[config.mk]
export PLATFORM = sky130hd
export DESIGN_NAME = packed_table_streamer
export DESIGN_NICKNAME = d
export VERILOG_FILES = /design/src/rtl/pts_pkg.sv /design/src/rtl/pts_table_regs.sv /design/src/rtl/packed_table_streamer.sv
export SDC_FILE = /design/constraint.sdc
export NUM_CORES = 1
export LEC_CHECK = 0
export BUFFER_PORTS_ARGS = -buffer_cell sky130_fd_sc_hd__buf_4
export CORE_MARGIN = 5
export CORE_UTILIZATION = 55
export DETAILED_ROUTE_END_ITERATION = 10
export GPL_TIMING_DRIVEN = 0
export PLACE_DENSITY = 0.78
export RECOVER_POWER = 50
export SYNTH_ARGS = -nofsm -noshare
export SYNTH_HDL_FRONTEND = slang
export SYNTH_SLANG_ARGS = --single-unit
[constraint.sdc]
create_clock -name clk -period 2 [get_ports clk]
set_input_delay 0.2 -clock clk [delete_from_list [all_inputs] [get_ports clk]]
set_output_delay 0.2 -clock clk [all_outputs]
set_load 0.02 [all_outputs]
[src/rtl/pts_pkg.sv]
// Shared types and constants for the packed table streamer.
package pts_pkg;

  localparam int unsigned PTS_DEPTH = 4;
  localparam int unsigned PTS_DW    = 8;

  typedef struct packed {
    logic [3:0] a;
    logic [3:0] b;
  } nib_pair_t;

  typedef nib_pair_t table_t [PTS_DEPTH-1:0];

  // Entry 0 sits in the least significant byte.
  localparam logic [PTS_DEPTH*PTS_DW-1:0] TABLE_INIT = {8'h11, 8'h22, 8'h33, 8'h44};

  typedef enum logic [1:0] {
    IDLE,
    STREAM,
    FINISH
  } pts_state_e;

endpackage

[src/rtl/pts_table_regs.sv]
// Register array with asynchronous reset-to-image, one write port and one
// combinational read port.
module pts_table_regs #(
  parameter int unsigned DEPTH = 4,
  parameter int unsigned DW    = 8,
  parameter int unsigned IW    = $clog2(DEPTH),
  parameter logic [DEPTH*DW-1:0] INIT = '0
) (
  input  logic          clk,
  input  logic          rst,
  input  logic          i_wr_en,
  input  logic [IW-1:0] i_wr_idx,
  input  logic [DW-1:0] i_wr_data,
  input  logic [IW-1:0] i_rd_idx,
  output logic [DW-1:0] o_rd_data
);

  logic [DW-1:0] r_mem [DEPTH];

  always_ff @(posedge clk or posedge rst) begin
    if (rst) begin
      for (int unsigned i = 0; i < DEPTH; i++) begin
        r_mem[i] <= INIT[i*DW +: DW];
      end
    end else if (i_wr_en) begin
      r_mem[i_wr_idx] <= i_wr_data;
    end
  end

  // Read sees the pre-edge contents, so a same-edge write never reaches the loaded beat.
  assign o_rd_data = r_mem[i_rd_idx];

endmodule

[src/rtl/packed_table_streamer.sv]
// Streams a run of table entries in index order over a valid/ready byte
// interface, with each beat also split into its high and low nibbles.
module packed_table_streamer
  import pts_pkg::*;
#(
  parameter int unsigned DEPTH = PTS_DEPTH,
  parameter int unsigned DW    = PTS_DW,
  parameter logic [DEPTH*DW-1:0] INIT = TABLE_INIT,
  localparam int unsigned IW   = $clog2(DEPTH)
) (
  input  logic            clk,
  input  logic            rst,
  input  logic            wr_en,
  input  logic [IW-1:0]   wr_idx,
  input  logic [DW-1:0]   wr_data,
  input  logic            start,
  input  logic [IW-1:0]   start_idx,
  input  logic [IW:0]     count,
  output logic            out_valid,
  input  logic            out_ready,
  output logic [DW-1:0]   out_byte,
  output logic [DW/2-1:0] out_hi,
  output logic [DW/2-1:0] out_lo,
  output logic            out_bit0,
  output logic            busy,
  output logic            done
);

  pts_state_e    r_state, w_state_nxt;
  logic [IW-1:0] r_ptr, w_rd_idx;
  logic [IW:0]   r_rem, w_clamp;
  logic [DW-1:0] r_byte, w_rd_data;
  logic          r_valid;
  logic          w_hs, w_first, w_advance, w_last;

  pts_table_regs #(
    .DEPTH (DEPTH),
    .DW    (DW),
    .IW    (IW),
    .INIT  (INIT)
  ) u_table (
    .clk       (clk),
    .rst       (rst),
    .i_wr_en   (wr_en),
    .i_wr_idx  (wr_idx),
    .i_wr_data (wr_data),
    .i_rd_idx  (w_rd_idx),
    .o_rd_data (w_rd_data)
  );

  assign w_hs    = r_valid && out_ready;
  assign w_clamp = (count > (IW+1)'(DEPTH)) ? (IW+1)'(DEPTH) : count;

  always_comb begin
    w_state_nxt = r_state;
    w_first     = 1'b0;
    w_advance   = 1'b0;
    w_last      = 1'b0;
    w_rd_idx    = r_ptr + 1'b1;
    case (r_state)
      IDLE: begin
        w_rd_idx = start_idx;
        if (start) begin
          if (count != '0) begin
            w_first     = 1'b1;
            w_state_nxt = STREAM;
          end else begin
            w_state_nxt = FINISH;
          end
        end
      end
      STREAM: begin
        if (w_hs) begin
          if (r_rem > (IW+1)'(1)) begin
            w_advance = 1'b1;
          end else begin
            w_last      = 1'b1;
            w_state_nxt = FINISH;
          end
        end
      end
      FINISH:  w_state_nxt = IDLE;
      default: w_state_nxt = IDLE;
    endcase
  end

  always_ff @(posedge clk or posedge rst) begin
    if (rst) begin
      r_state <= IDLE;
      r_ptr   <= '0;
      r_rem   <= '0;
      r_byte  <= '0;
      r_valid <= 1'b0;
    end else begin
      r_state <= w_state_nxt;
      if (w_first) begin
        r_ptr   <= start_idx;
        r_rem   <= w_clamp;
        r_byte  <= w_rd_data;
        r_valid <= 1'b1;
      end else if (w_advance) begin
        r_ptr   <= w_rd_idx;
        r_rem   <= r_rem - 1'b1;
        r_byte  <= w_rd_data;
      end else if (w_last) begin
        r_valid <= 1'b0;
      end
    end
  end

  assign out_valid = r_valid;
  assign out_byte  = r_byte;
  assign out_hi    = r_byte[DW-1:DW/2];
  assign out_lo    = r_byte[DW/2-1:0];
  assign out_bit0  = r_byte[0];
  assign busy      = (r_state == STREAM);
  assign done      = (r_state == FINISH);

endmodule

### Word level (Yosys, flattened, before mapping)

Cells that the tools add are included.

| operators by class | value |
|---|---|
| add/subtract/negate cells | 2 |
| $lt $le $gt $ge | 5 |
| equal/unequal tests | 6 |
| mux-type cells | 31 |
| bitwise logic cells | 2 |
| reduce and logical (&&, ||, !) cells | 8 |

Operators with widths:

| operator | number |
|---|---|
| $mux W8 | 5 |
| $bwmux W32 | 1 |
| $bmux W8 S2 | 1 |
| $demux W8 S2 | 1 |
| $mux W2 | 7 |
| $mux W1 | 12 |
| $mux W3 | 3 |
| $ge A3 B3 Y1 const B | 2 |
| $ne A2 B2 Y1 const B | 3 |
| $not A2 Y3 | 2 |
| $pmux W2 S2 | 1 |
| $reduce_bool A2 Y1 | 2 |
| $gt A3 B1 Y1 const B | 1 |
| $gt A3 B3 Y1 const B | 1 |
| $lt A3 B1 Y1 const B | 1 |
| $reduce_and A3 Y1 | 1 |
| $reduce_bool A3 Y1 | 1 |
| $sub A3 B1 Y3 const B | 1 |
| $add A2 B1 Y2 const B | 1 |
| $eq A2 B1 Y1 const B | 1 |
| $eq A2 B2 Y1 const B | 1 |
| $logic_and A1 B1 Y1 | 2 |
| $logic_not A2 Y1 | 1 |
| $ne A2 B1 Y1 const B | 1 |
| $reduce_and A2 Y1 | 1 |

| storage, ports and cells | value |
|---|---|
| register bits after elaboration | 48 |
| input port bits | 20 |
| output and inout bits | 20 |
| word-level logic and storage cells | 63 |

### Logic depth before layout (Yosys ltp)

| depth | value |
|---|---|
| depth after elaboration | 8 |
| mapped depth | 7 |
| mapped depth without buffers | 6 |

### By module

From an unflattened synthesis, not the netlist that was laid out.

| unflattened totals | value |
|---|---|
| cells, all modules | 159 |
| area, all modules | 2331.0 um2 |

By module, submodules not included:

| module | times used | cells an instance | area each (um2) | sequential area each (um2) |
|---|---|---|---|---|
| pts_table_regs | 1 | 79 | 1417.6 | 813.3 |
| packed_table_streamer | 1 | 80 | 913.4 | 400.4 |

### Worst setup path after synthesis

No wires, ideal clock.

| timing | value |
|---|---|
| path kind | flip-flop to flip-flop |
| from | register r_rem[0] |
| to | register r_rem[0] |
| library setup time | 0.126 ns |
| data arrival time | 1.623 ns |
| data required time | 1.874 ns |
| path slack | 0.251 ns |
| stages on the path, launching flop included | 7 |
| path buffers | 1 |
| clock period less this slack | 1.749 ns |
| cells stage by stage | dfrtp_1 -> ha_1 -> o21ba_2 -> o2111ai_2 -> and2_4 -> buf_6 -> a221o_1 |

| between the ends | value |
|---|---|
| word-level cells in the longest chain between the ends | 5 |
| elaborated cells between the ends (all ways) | 8 |
| classes of those cells | add/sub: 1; order compare: 1; mux: 5; reduce/logical: 1 |

RTL lines:

| what | line | RTL |
|---|---|---|
| start: declaration | packed_table_streamer.sv:31 | `logic [IW:0] r_rem, w_clamp;` |
| start signal: assignment | packed_table_streamer.sv:98 | `r_rem <= w_clamp;` |
| start signal: assignment | packed_table_streamer.sv:103 | `r_rem <= r_rem - 1'b1;` |
| $gt A3 B1 Y1 | packed_table_streamer.sv:74 | `if (r_rem > (IW+1)'(1)) begin` |
| $mux W1 | packed_table_streamer.sv:74 |  |
| $mux W1 | packed_table_streamer.sv:73 | `if (w_hs) begin` |
| $mux W1 | packed_table_streamer.sv:60 | `case (r_state)` |
| $reduce_bool A2 Y1 (no line) | n/a |  |

Several ways; a longest one is shown, not always the timed one. The select of a mux whose other input is x is not followed.
A chain may end at the register's enable or synchronous reset.

### Final worst setup path

| timing | value |
|---|---|
| from | register r_state[1] |
| to | register r_ptr[0] |

| between the ends | value |
|---|---|
| word-level cells in the longest chain between the ends | 4 |
| elaborated cells between the ends (all ways) | 8 |
| classes of those cells | eq/ne: 1; mux: 5; reduce/logical: 2 |

RTL lines:

| what | line | RTL |
|---|---|---|
| start: declaration | packed_table_streamer.sv:29 | `pts_state_e r_state, w_state_nxt;` |
| start signal: assignment | packed_table_streamer.sv:95 | `r_state <= w_state_nxt;` |
| $logic_not A2 Y1 | packed_table_streamer.sv:60 |  |
| $mux W2 | packed_table_streamer.sv:60 |  |
| $mux W2 | packed_table_streamer.sv:101 | `end else if (w_advance) begin` |
| $mux W2 | packed_table_streamer.sv:96 | `if (w_first) begin` |
| end signal: assignment | packed_table_streamer.sv:97 | `r_ptr <= start_idx;` |
| end signal: assignment | packed_table_streamer.sv:102 | `r_ptr <= w_rd_idx;` |
| end: declaration | packed_table_streamer.sv:30 | `logic [IW-1:0] r_ptr, w_rd_idx;` |

Several ways; a longest one is shown, not always the timed one. The select of a mux whose other input is x is not followed.

==> metrics.csv <==
stage,metric,value,unit
power_and_ir_drop,ir_drop,0.869,mV
floorplan,core.rowCount,23,
timing,setup_violations,0,
timing,max_freq,0.527,GHz
finish,multiInputGateArea,0.00104,mm²
placement,place.gp.congestion,0.792,
synthesis,ys.flop_type,dfrtp_1,
worst_setup_path,ff2ff_setup_slack,0.10,ns
finish,regArea,0.00121,mm²
synthesis,synth-xor-area-share,0.00375,
drt,first_pass_iters,4,
worst_setup_path,worstPathRequired,2.19,ns
clocking,cts_setup_buffers,0,
hold_path,whs_endpoint,r_state[1],
synthesis,synth_edf_count,0,
drt,via_count,1663,
floorplan,die_h,75.2,µm
hold_path,min_path_cells,2,
drt,wl_met2,2630,µm
synthesis,ys_async_sr_fraction,1.00,
synthesis,yosysMostFrequentCell,dfrtp_1,
clocking,htree_levels,2,
hold_path,min_from,count[0],
floorplan,initial_core_util,0.576,
drt,routedWlPerCell,17.7,µm
timing,fin_skew,0.00823,ns
synthesis,ys_types,38,
finish,diodes,0,
drt,drt_iter0_markers,68,
synthesis,syn_inst,192,
power_and_ir_drop,clkPwrFrac,0.142,
worst_setup_path,cp_max_fo,10,
flow_run,maxCapViolations,0,
placement,port_buffers,39,
synthesis,synthAdderAreaFrac,0.0107,
synthesis,synth_seq_cells,48,
worst_setup_path,cp-end-kind,flop,
synthesis,yosysWarningCount,0,
placement,placed_area,0.00271,mm²
timing,period_needed,1.90,ns
floorplan,ios,40,
worst_setup_path,reg2reg_to,r_ptr[0],
finish,fill_cells,305,
drt,route.met3.wl,232,µm
worst_setup_path,worst_setup_path_start_kind,flop,
clocking,cts_tree,built,
finish,syn2layout_area_growth,20.8,%
floorplan,core,0.00406,mm²
synthesis,netlist_area,0.00234,mm²
hold_path,min_path_type,input pin to flop,
drt,drcViolationCount,0,
floorplan,design.die.area,0.00566,mm²
timing,hold_viol,0,
global_routing,antenna_found_initial,0,
finish,drive_gt1_frac,0.460,
drt,ant_nets,0,
finish,final_util,0.696,
global_routing,grt_use_total,0.201,
timing,timing.setup.tns,0,ns
global_routing,grt_max_degree,40,
power_and_ir_drop,combPwrFrac,0.496,
drt,routed_via_density,5.75,
clocking,cts_buffers,5,
clocking,clock_sinks,48,
global_routing,grt_pass1_wl,8400,µm
global_routing,grt_pass1_vias,1729,
power_and_ir_drop,powerDensity,1480,mW/mm²
timing,grt_setup_unrepaired,no,
synthesis,synth_top_family_by_area,multiplexers,
synthesis,avgSynthCellArea,12.2,µm²
power_and_ir_drop,netSwitchingFraction,0.395,
timing,slew_viol_final,0,
drt,m1WireLength,2180,µm
synthesis,ys_top_cells_by_count,"38 x dfrtp_1, 33 x mux2_2, 17 x and3_1, 16 x a211oi_1",
synthesis,synthSimpleGateAreaFrac,0.121,
worst_setup_path,arrival,2.09,ns
worst_setup_path,regToRegStartpoint,r_state[1],
power_and_ir_drop,power.net_switching,0.00165,W
finish,fin_area,0.00283,mm²
power_and_ir_drop,intPower,0.00252,W
synthesis,yosysTopAreaCellShare,0.407,
power_and_ir_drop,leakage,1.30,nW
worst_setup_path,worstSetupPathType,flop to flop,
timing,fin_crit_sh,0.949,
placement,dp_hpwl,3670,µm
clocking,insertion_delay,0.30,ns
worst_setup_path,rr_worst_depth,5,
drt,top_layer,met4,
power_and_ir_drop,pwr-share-seq,0.362,
synthesis,yosys.area.top_type,dfrtp_1,
clocking,cts-root-buf,clkbuf_8,
clocking,clk_path_buf_depth,2,
synthesis,synth_area_leaders,"dfrtp_1 41%, mux2_2 16%, dfstp_2 11%",
drt,totalWireLength,5110,µm
global_routing,overflow,0,
floorplan,die_w,75.2,µm
status,outcome,finished clean,
timing,tightestPinTransition,0.918,ns
timing,slew_headroom,0.388,
synthesis,seq_area_frac_synth,0.519,
clocking,cts.reportedPaths.clkPinSlew,0.09,ns
synthesis,synth-compound-area-share,0.121,
synthesis,syn_nets,214,
synthesis,muxShareOfSynthArea,0.172,
finish,fin_nets,260,
==> cell usage in the layout (no fill, tap or decap), types with 2 or more instances in the layout <==
master / instances
a21o_1: 2
nor3_1: 2
nand3_1: 10
buf_4: 46
inv_1: 5
nor2_1: 5
o31ai_1: 7
dfstp_2: 10
a211oi_1: 16
a221o_1: 2
mux2i_1: 2
clkbuf_1: 5
nand3b_1: 2
dfrtp_1: 38
nand2_1: 3
mux2_2: 33
clkbuf_2: 2
and3_1: 17
clkbuf_8: 6
ha_1: 2
==> registers in the layout, indices dropped and copies added (netlist names) <==
signal / count
r_rem: 3
r_state: 2
u_table.r_mem: 32
r_ptr: 2
out_byte: 8
out_valid: 1
==> timing repair <==
action,CTS,global route
gates resized for setup,2,8
hold buffers,1,0
setup endpoints to repair,8,11
hold endpoints to repair,9,0
==> how the worst max path moves through the flow <==
stage,end,slack (ns),cells after the start,start
6_report,r_ptr[0],0.10,5,r_state[1]
4_1_cts,out_byte[0],0.0004,6,r_state[1]
2_1_floorplan,r_rem[0],0.25,6,r_rem[0]
3_5_place_dp,out_byte[0],-0.12,5,r_state[1]
3_3_place_gp,out_byte[0],-0.008,5,r_state[1]
5_1_grt,r_ptr[0],0.03,5,r_state[1]
==> worst max-delay path, cell delays in order (launching register included) <==
cell     delay, ns
dfrtp_1       0.47
or3b_4        0.44
or2_1         0.27
and2_4        0.17
buf_6         0.14
a221o_1       0.30
==> metal layers <==
metal | up-vias | track usage
li1 | 797 | -
met1 | 829 | 0.245
met2 | 30 | 0.351
met3 | 7 | 0.0401
met4 | 0 | 0.0738
met5 | - | 0
==> power groups by stage <==
stage          logic, W  clock network [W]  registers [W]
6_report        0.00207           0.000591        0.00151
5_1_grt         0.00224           0.000640        0.00155
4_1_cts         0.00203           0.000600        0.00149
3_5_place_dp    0.00205                  0        0.00151
3_3_place_gp    0.00198                  0        0.00149
2_1_floorplan   0.00130                  0        0.00156
==> logic make-up (layout without fill, tap and decap cells) <==
kind of cell,count (synthesis),after routing
adders and majority gates,2,2
DFF,48,48
and+or+nand+nor,48,48
AOI/OAI and AO/OA,36,36
buffers and inverters,21,68
xor gates and xnor gates,1,1
muxes,36,36
==> cell type report <==
type / instances / area share
buffer: 14 / 0.0341
multi-input combinational: 123 / 0.368
tap: 50 / 0.0221
timing repair buffer: 41 / 0.108
clock buffer: 8 / 0.0319
inverter: 5 / 0.00664
sequential: 48 / 0.430
==> metrics by stage <==
step | power, W | setup slack (ns) | hold slack, ns | cells
2_1_floorplan | 0.00286 | 0.251 | 0.293 | 192
3_3_place_gp | 0.00347 | -0.00782 | 0.406 | 281
3_5_place_dp | 0.00355 | -0.122 | 0.143 | 282
4_1_cts | 0.00413 | 0.000395 | 0.0891 | 290
5_1_grt | 0.00443 | 0.0317 | 0.110 | 289
6_report | 0.00417 | 0.103 | 0.0947 | 289
(Power assumes the default switching activity.)
